<file path="config.mk">
export PLATFORM = sky130hd
export DESIGN_NAME = rgb_code_led_driver
export DESIGN_NICKNAME = d
export VERILOG_FILES = /design/src/rtl/rgb_pkg.sv /design/src/rtl/rgb_code_filter.sv /design/src/rtl/rgb_code_led_driver.sv
export SDC_FILE = /design/constraint.sdc
export NUM_CORES = 1
export LEC_CHECK = 0
export CAP_MARGIN = 20
export CORE_UTILIZATION = 45
export DETAILED_ROUTE_END_ITERATION = 6
export PLACE_DENSITY = 0.71
export SYNTH_ARGS = -nofsm -noshare
export SYNTH_HDL_FRONTEND = slang
export SYNTH_HIERARCHICAL = 1
export SYNTH_SLANG_ARGS = --single-unit
</file>
<file path="constraint.sdc">
create_clock -name clk -period 5.1 [get_ports clk]
set_input_delay 0.51 -clock clk [delete_from_list [all_inputs] [get_ports clk]]
set_output_delay 0.51 -clock clk [all_outputs]
set_load 0.03 [all_outputs]
</file>
<file path="src/rtl/rgb_pkg.sv">
// Shared definitions for the RGB indicator code path:
// code values, code type, LED channel indices and the code decoder.
package rgb_pkg;

  typedef logic [1:0] rgb_code_t;

  localparam rgb_code_t RGB_OFF   = 2'b00;
  localparam rgb_code_t RGB_OK    = 2'b01;
  localparam rgb_code_t RGB_ALERT = 2'b10;
  localparam rgb_code_t RGB_FAULT = 2'b11;

  localparam int LED_R = 0;
  localparam int LED_G = 1;
  localparam int LED_B = 2;

  // Channel drives indexed by LED_R/LED_G/LED_B.
  function automatic logic [2:0] rgb_decode(
    input rgb_code_t code,
    input logic      pwm_on,
    input logic      phase
  );
    logic [2:0] d;
    d = '0;
    unique case (code)
      RGB_OFF:   d = '0;
      RGB_OK:    d[LED_G] = pwm_on;
      RGB_ALERT: d[LED_R] = pwm_on & phase;
      RGB_FAULT: d = {3{pwm_on & phase}};
      default:   d = '0;
    endcase
    return d;
  endfunction

endpackage

</file>
<file path="src/rtl/rgb_code_filter.sv">
// Synchronises the async code bus and accepts a code once it is stable.
// Ports: clk, rst_n, code_in -> code_cur, code_chg (strobe), accept (comb).
module rgb_code_filter
  import rgb_pkg::*;
#(
  parameter int STABLE_CYCLES = 4
) (
  input  logic      clk,
  input  logic      rst_n,
  input  rgb_code_t code_in,
  output rgb_code_t code_cur,
  output logic      code_chg,
  output logic      accept
);

  localparam int SW =
    (STABLE_CYCLES > 1) ? $clog2(STABLE_CYCLES) : 1;
  localparam logic [SW-1:0] STAB_MAX =
    SW'(STABLE_CYCLES - 1);

  rgb_code_t     s1;
  rgb_code_t     s2;
  rgb_code_t     cand;
  logic [SW-1:0] stab_cnt;

  // Same-cycle acceptance; the top uses it to restart the timebase
  // on the very edge code_cur changes.
  assign accept = (s2 == cand) &&
                  (cand != code_cur) &&
                  (stab_cnt == STAB_MAX);

  always_ff @(posedge clk or negedge rst_n) begin
    if (!rst_n) begin
      s1       <= RGB_OFF;
      s2       <= RGB_OFF;
      cand     <= RGB_OFF;
      stab_cnt <= '0;
      code_cur <= RGB_OFF;
      code_chg <= 1'b0;
    end else begin
      s1       <= code_in;
      s2       <= s1;
      code_chg <= accept;
      if (s2 != cand) begin
        cand     <= s2;
        stab_cnt <= '0;
      end else if (accept) begin
        code_cur <= cand;
      end else if (stab_cnt != STAB_MAX) begin
        stab_cnt <= stab_cnt + SW'(1);
      end
    end
  end

endmodule

</file>
<file path="src/rtl/rgb_code_led_driver.sv">
// RGB code consumer: filter, PWM/blink timebase and registered LED drives.
// Ports: clk, rst_n, code_in -> led_r/g/b, code_cur, code_chg.
module rgb_code_led_driver
  import rgb_pkg::*;
#(
  parameter int PRESC_DIV     = 50,
  parameter int PWM_BITS      = 8,
  parameter int DUTY          = 128,
  parameter int BLINK_FRAMES  = 64,
  parameter int STABLE_CYCLES = 4,
  parameter int ACTIVE_LOW    = 0
) (
  input  logic      clk,
  input  logic      rst_n,
  input  rgb_code_t code_in,
  output logic      led_r,
  output logic      led_g,
  output logic      led_b,
  output rgb_code_t code_cur,
  output logic      code_chg
);

  localparam int PSW = $clog2(PRESC_DIV);
  localparam int BFW =
    (BLINK_FRAMES > 1) ? $clog2(BLINK_FRAMES) : 1;
  localparam int DW  = PWM_BITS + 1;
  localparam logic [DW-1:0] DUTY_W = DW'(DUTY);
  localparam logic [2:0] INV = {3{ACTIVE_LOW != 0}};

  logic                accept;
  logic [PSW-1:0]      presc;
  logic [PWM_BITS-1:0] pwm_cnt;
  logic [BFW-1:0]      blink_cnt;
  logic                blink_phase;
  logic                tick;
  logic                frame_end;
  logic                blink_wrap;
  logic                pwm_on;
  logic [2:0]          drv;

  rgb_code_filter #(
    .STABLE_CYCLES(STABLE_CYCLES)
  ) u_filter (
    .clk     (clk),
    .rst_n   (rst_n),
    .code_in (code_in),
    .code_cur(code_cur),
    .code_chg(code_chg),
    .accept  (accept)
  );

  assign tick       = (presc == PSW'(PRESC_DIV - 1));
  assign frame_end  = tick && (&pwm_cnt);
  assign blink_wrap = frame_end &&
                      (blink_cnt == BFW'(BLINK_FRAMES - 1));
  // Extra bit lets DUTY == 2^PWM_BITS mean always on.
  assign pwm_on     = ({1'b0, pwm_cnt} < DUTY_W);

  always_ff @(posedge clk or negedge rst_n) begin
    if (!rst_n) begin
      presc       <= '0;
      pwm_cnt     <= '0;
      blink_cnt   <= '0;
      blink_phase <= 1'b1;
    end else if (accept) begin
      presc       <= '0;
      pwm_cnt     <= '0;
      blink_cnt   <= '0;
      blink_phase <= 1'b1;
    end else begin
      presc <= tick ? '0 : presc + PSW'(1);
      if (tick) begin
        pwm_cnt <= pwm_cnt + PWM_BITS'(1);
      end
      if (blink_wrap) begin
        blink_cnt   <= '0;
        blink_phase <= ~blink_phase;
      end else if (frame_end) begin
        blink_cnt <= blink_cnt + BFW'(1);
      end
    end
  end

  always_ff @(posedge clk or negedge rst_n) begin
    if (!rst_n) begin
      drv <= INV;
    end else begin
      drv <= rgb_decode(code_cur, pwm_on, blink_phase) ^ INV;
    end
  end

  assign led_r = drv[LED_R];
  assign led_g = drv[LED_G];
  assign led_b = drv[LED_B];

endmodule

</file>
# --- After elaboration in Yosys (flattened, before gate mapping) ---
# Cells that the tools add are included.
totals:
  register_bits: 35
  in_bits: 4
  out_inout_bits: 6
  wordCells: 57
classes:
  addsub: 4
  order_cmp: 1
  eq_ne: 11
  n_mux: 15
  n_bitwise: 3
  reduce_logical: 12
ops:
  columns: ["cell", "n"]
  rows:
  - ["$mux 6", 5]
  - ["$mux 8", 2]
  - ["$add 6x1->6 const B", 2]
  - ["$eq 6x6->1 const B", 2]
  - ["$add 8x1->8 const B", 1]
  - ["$lt 8x8->1 const B", 1]
  - ["$reduce_and 8->1", 1]
  - ["$eq 2x2->1 const B", 3]
  - ["$mux 2", 3]
  - ["$reduce_bool 2->1", 3]
  - ["$logic_and 1x1->1", 4]
  - ["$mux 1", 4]
  - ["$ne 2x2->1", 2]
  - ["$ne 2x2->1 const B", 2]
  - ["$reduce_and 2->1", 2]
  - ["$reduce_bool 3->1", 1]
  - ["$add 2x1->2 const B", 1]
  - ["$eq 2x1->1 const B", 1]
  - ["$eq 2x2->1", 1]
  - ["$not 1->1", 2]
  - ["$pmux 1 s2", 1]
  - ["$reduce_or 2->1", 1]
  - ["$and 1x1->1", 1]

# --- Longest topological paths before layout ---
depth:
  ltp_word: 5
  ltp_mapped: 7
  depth_no_buf: 6

# --- Cells and area by module ---
# The synthesis kept the hierarchy.
by_module_without_submodules:
  columns: ["mod", "n_inst", "cells_per_inst", "area_each_um2", "seq_area_each_um2"]
  rows:
  - ["rgb_code_led_driver", 1, 113, 1194.9, 601.8]
  - ["rgb_code_filter", 1, 36, 427.9, 275.3]

# --- Worst setup path before layout ---
# OpenSTA, ideal clock, no wires.
synth_path:
  kind: "register to register"
  startpoint: "register presc[1]"
  endpoint: "register blink_cnt[0]"
  setup_time_ps: 77
  arrival_ps: 1539
  required_time_ps: 5023
  slack_ps: 3484
  stages_incl_launch_ff: 8
  path_buffers: 1
  synth_period_minus_slack_ps: 1616
  cell_sequence: "dfrtp_1 > inv_1 > ha_1 > nor3b_4 > nand4_4 > buf_6 > or3b_1 > a21oi_1"
synth_via:
  elab_chain_cells: 5
  word_cells_on_any_way: 6
  classes_between: "eq/ne: 1; mux: 2; reduce/logical: 3"
synth_rtl:
  columns: ["element", "line", "text"]
  rows:
  - ["start: declaration", "rgb_code_led_driver.sv:31", "logic [PSW-1:0] presc;"]
  - ["start signal: assignment", "rgb_code_led_driver.sv:71", "presc <= tick ? '0 : presc + PSW'(1);"]
  - ["$eq 6x6->1 *", "rgb_code_led_driver.sv:52", "assign tick = (presc == PSW'(PRESC_DIV - 1));"]
  - ["$logic_and 1x1->1 *", "rgb_code_led_driver.sv:53", "assign frame_end = tick && (&pwm_cnt);"]
  - ["$logic_and 1x1->1", "rgb_code_led_driver.sv:54", "assign blink_wrap = frame_end &&"]
  - ["$mux 6", "rgb_code_led_driver.sv:75", "if (blink_wrap) begin"]
  - ["$mux 6", "rgb_code_led_driver.sv:65", "end else if (accept) begin"]
  - ["end signal: assignment", "rgb_code_led_driver.sv:79", "blink_cnt <= blink_cnt + BFW'(1);"]
  - ["end: declaration", "rgb_code_led_driver.sv:33", "logic [BFW-1:0] blink_cnt;"]
# Every way passes the cells marked *; elsewhere a longest branch is shown, timed or not.
# A chain may end at the register's enable or synchronous reset.

# --- Final worst setup path ---
layout_path:
  startpoint: "register u_filter.cand[0]"
  endpoint: "register presc[2]"
layout_via:
  elab_chain_cells: 4
  word_cells_on_any_way: 5
  classes_between: "eq/ne: 2; mux: 1; reduce/logical: 2"
layout_rtl:
  columns: ["element", "line", "text"]
  rows:
  - ["start: declaration", "rgb_code_filter.sv:23", "rgb_code_t cand;"]
  - ["start signal: assignment", "rgb_code_filter.sv:36", "cand <= RGB_OFF;"]
  - ["start signal: assignment", "rgb_code_filter.sv:45", "cand <= s2;"]
  - ["$eq 2x2->1 or $ne 2x2->1 (tied branches)", "rgb_code_filter.sv:28, rgb_code_filter.sv:29", null]
  - ["$logic_and 1x1->1 *", "rgb_code_filter.sv:28", "assign accept = (s2 == cand) &&"]
  - ["$logic_and 1x1->1 *", "rgb_code_filter.sv:29", "(cand != code_cur) &&"]
  - ["named net accept", "rgb_code_led_driver.sv:30", "logic accept;"]
  - ["$mux 6 *", "rgb_code_led_driver.sv:65", null]
# Mark *: on every way through the listed nets, which the timed path passes. The rest lies on a longest branch.

==> out/summary.txt <==
Synth Register Bits - 35
CP Capture Type - register
CTS buffer count - 5
Post-Syn Nets - 158
Slew @ Worst Pin - 1.025 ns
GPL Wtd Cong - 0.7135
Port bufs - 9
# IOs - 10
CTS clk-pin slew, worst paths - 0.10 ns
Final core occ - 53.89%
Die X - 62.05 microns
Avg Cell Area, Syn - 10.89 sq um
Post-synth EDFFs - 0
Syn. warnings - 6
Core area - 3390 sq um
Detail Route Antenna Nets - 0
Top layer used by detailed routing - met4
Unrepaired setup endpoints after global routing - no
Sequential fraction of the synthesis area - 54.05%
Crit path top cell by count - nor2_1
Slowest stage delay, CP - 0.81 ns
Synth top area cells - dfrtp_1, xor2_1, nor2_1
Hold Vio Cnt, Final - 0
Synthesis-to-finish area growth - 12.57%
Initial drt markers - 67
FILL cells - 290
Max Root-Sink Buffers - 2
Clock root cell - clkbuf_4
FFs w/ async S/R, synth - 100.0%
Resized cells post-CTS - 0
Fin. max-slew vios - 0
Die height - 62.05 microns
Final worst-path setup slack - 2.926 ns
Pre-CTS WS - 2.943 ns
Startpoint Class - register
Mapped Area - 1623 sq um
Final Setup Violations - 0
Largest net degree at the start of global routing - 36
Postcts setup bufs - 0
CTS tree - built
Vias in the first global route - 984
Nets@finish - 169
Crit path DAT - 2.40 ns
CTS sink count - 35
Pleak - 0.8426 nW
Routed WL - 2544 microns
Initial antenna violation count - 0
Number of cell rows - 21
Met2 WL - 1245 microns
Gate Count Post-Synth - 149
Hold Path Class - register to register
Vias - 1,065
Slew HR - 31.40%
Clock Skews - 0.004036 ns
Slowest stage cell, crit path - nor2_1
Final HPWL DP - 1783 microns
First-pass GRT wire length - 4091 microns
Synth cell types - 36
Placed cell area - 1740 sq um
Run status - complete, no violations
Top cell type's share of synthesized area - 52.43%
DRT met1 WL - 1158 microns
Number of remaining DRC errors - 0
Die Footprint - 3850 sq um
Total Neg Setup Slack - 0 ns
WP data required - 5.33 ns
Antenna cells - 0
Initial Utilization - 47.88%
Hold Buf Count CTS - 0
Worst vdd ir - 222.2 uV
Total power - 675.6 uW
Setup CP Type - register to register
Drt wl/cell - 12.29 microns
Layout cells sized above 1 - 11.80%
Most common cell after layout, fill and taps aside - dfrtp_1
Most frequent cells in the layout - dfrtp_1, nor2_1, xor2_1
FMAX - 459.9 MHz
DR WL met3 - 83 microns
Max-Cap Viols - 0
Ys flop type - dfrtp_1
Leading area contributor after synthesis - dfrtp_1
Cell breakdown of the critical path - xnor2_1 -> nand2_1 -> nor2_1 -> nand2b_1 -> nor2_1
Via density - 5.145
Clk_lat worst skew - 0.34 ns
Period minus WS final - 2.174 ns
H-tree levels - 2
Power per cell area - 369.8 nW/um^2
Period utilization - 42.63%
CP Max Fanout - 17
TritonRoute pass-1 iters - 4
Design Area, Final - 1827 sq um
GRT Overall Usage - 15.39%
Gr ovfl total - 0
==> per-layer routing <==
layer,track usage (%),up-vias
li1,-,527
met2,24.16,11
met3,6.211,6
met4,7.619,0
met5,0,-
met1,18.32,521
==> Yosys cell counts, drive strengths merged (2+ instances only) <==
| library cell | instances |
|---|---|
| nor2 | 17 |
| a21oi | 7 |
| inv | 7 |
| or3b | 4 |
| ha | 5 |
| and3 | 3 |
| a2bb2oi | 2 |
| o21ai | 6 |
| nand2 | 8 |
| nor3b | 2 |
| nand3 | 9 |
| xor2 | 12 |
| dfrtp | 34 |
| nand4 | 4 |
| or3 | 2 |
| xnor2 | 4 |
| and4 | 2 |
| and2 | 3 |
| buf | 2 |
| clkbuf | 4 |
| a31oi | 3 |
==> through the flow <==
step                      hold WS [ns]  instances
final                           0.3603        207
after detailed placement        0.3411        199
after global routing            0.3789        207
after global placement          0.3393        199
after CTS                       0.3662        207
after floorplan                 0.2144        149
==> cells by family after synthesis <==
logic type / Yosys count / share of synthesized area, %
buffers and inverters: 13 / 3.932
adder cells (fa/ha/maj): 5 / 3.855
AO/OA/AOI/OAI: 19 / 6.708
AND/OR/NAND/NOR: 60 / 22.21
XOR/XNOR: 16 / 8.635
flip-flops: 35 / 54.05
multiplexers: 1 / 0.6168
==> where the power goes <==
group          internal (mW)  leakage (nW)  switching [mW]
Sequential             0.313         0.455          0.0439
Clock                  0.116        0.0482          0.0898
Combinational         0.0571         0.340          0.0560
Total                  0.486         0.843           0.190
==> path summary, 6_finish.rpt <==
path                       depth (start not counted)              to  slack [ns]        startpoint
hold / removal                                     0  u_filter/s2[1]        0.36    u_filter/s1[1]
max in group asynchronous                          2     blink_phase        4.21             rst_n
setup reg to reg                                   5        presc[2]        2.93  u_filter/cand[0]
setup / recovery                                   5        presc[2]        2.93  u_filter/cand[0]
min in group asynchronous                          2          drv[2]        0.56             rst_n
hold reg to reg                                    0  u_filter/s2[1]        0.36    u_filter/s1[1]
==> critical path, delay by kind of cell, from the launching register on <==
family | cells | cell delay, ns
AND/OR/NAND/NOR | 4 | 1.36
XOR/XNOR | 1 | 0.27
flip-flops | 1 | 0.44
==> layout make-up <==
type	count	area (sq um)	share of cell area, %
sequential	35	877.1	48.01
multi-input combinational	101	681.9	37.33
timing repair buffer	10	97.59	5.342
tap	46	57.56	3.151
clock buffer	6	51.30	2.808
clock inverter	2	35.03	1.918
inverter	7	26.28	1.438
==> sequential cells by signal (all words and copies together) (netlist names) <==
| name | flops |
|---|---|
| presc | 6 |
| drv | 3 |
| pwm_cnt | 8 |
| blink_phase | 1 |
| blink_cnt | 6 |
| u_filter/code_chg | 1 |
| u_filter/code_cur | 2 |
| u_filter/stab_cnt | 2 |
| u_filter/s2 | 2 |
| u_filter/cand | 2 |
| u_filter/s1 | 2 |
No activity file was read; power rests on OpenSTA's default activity.
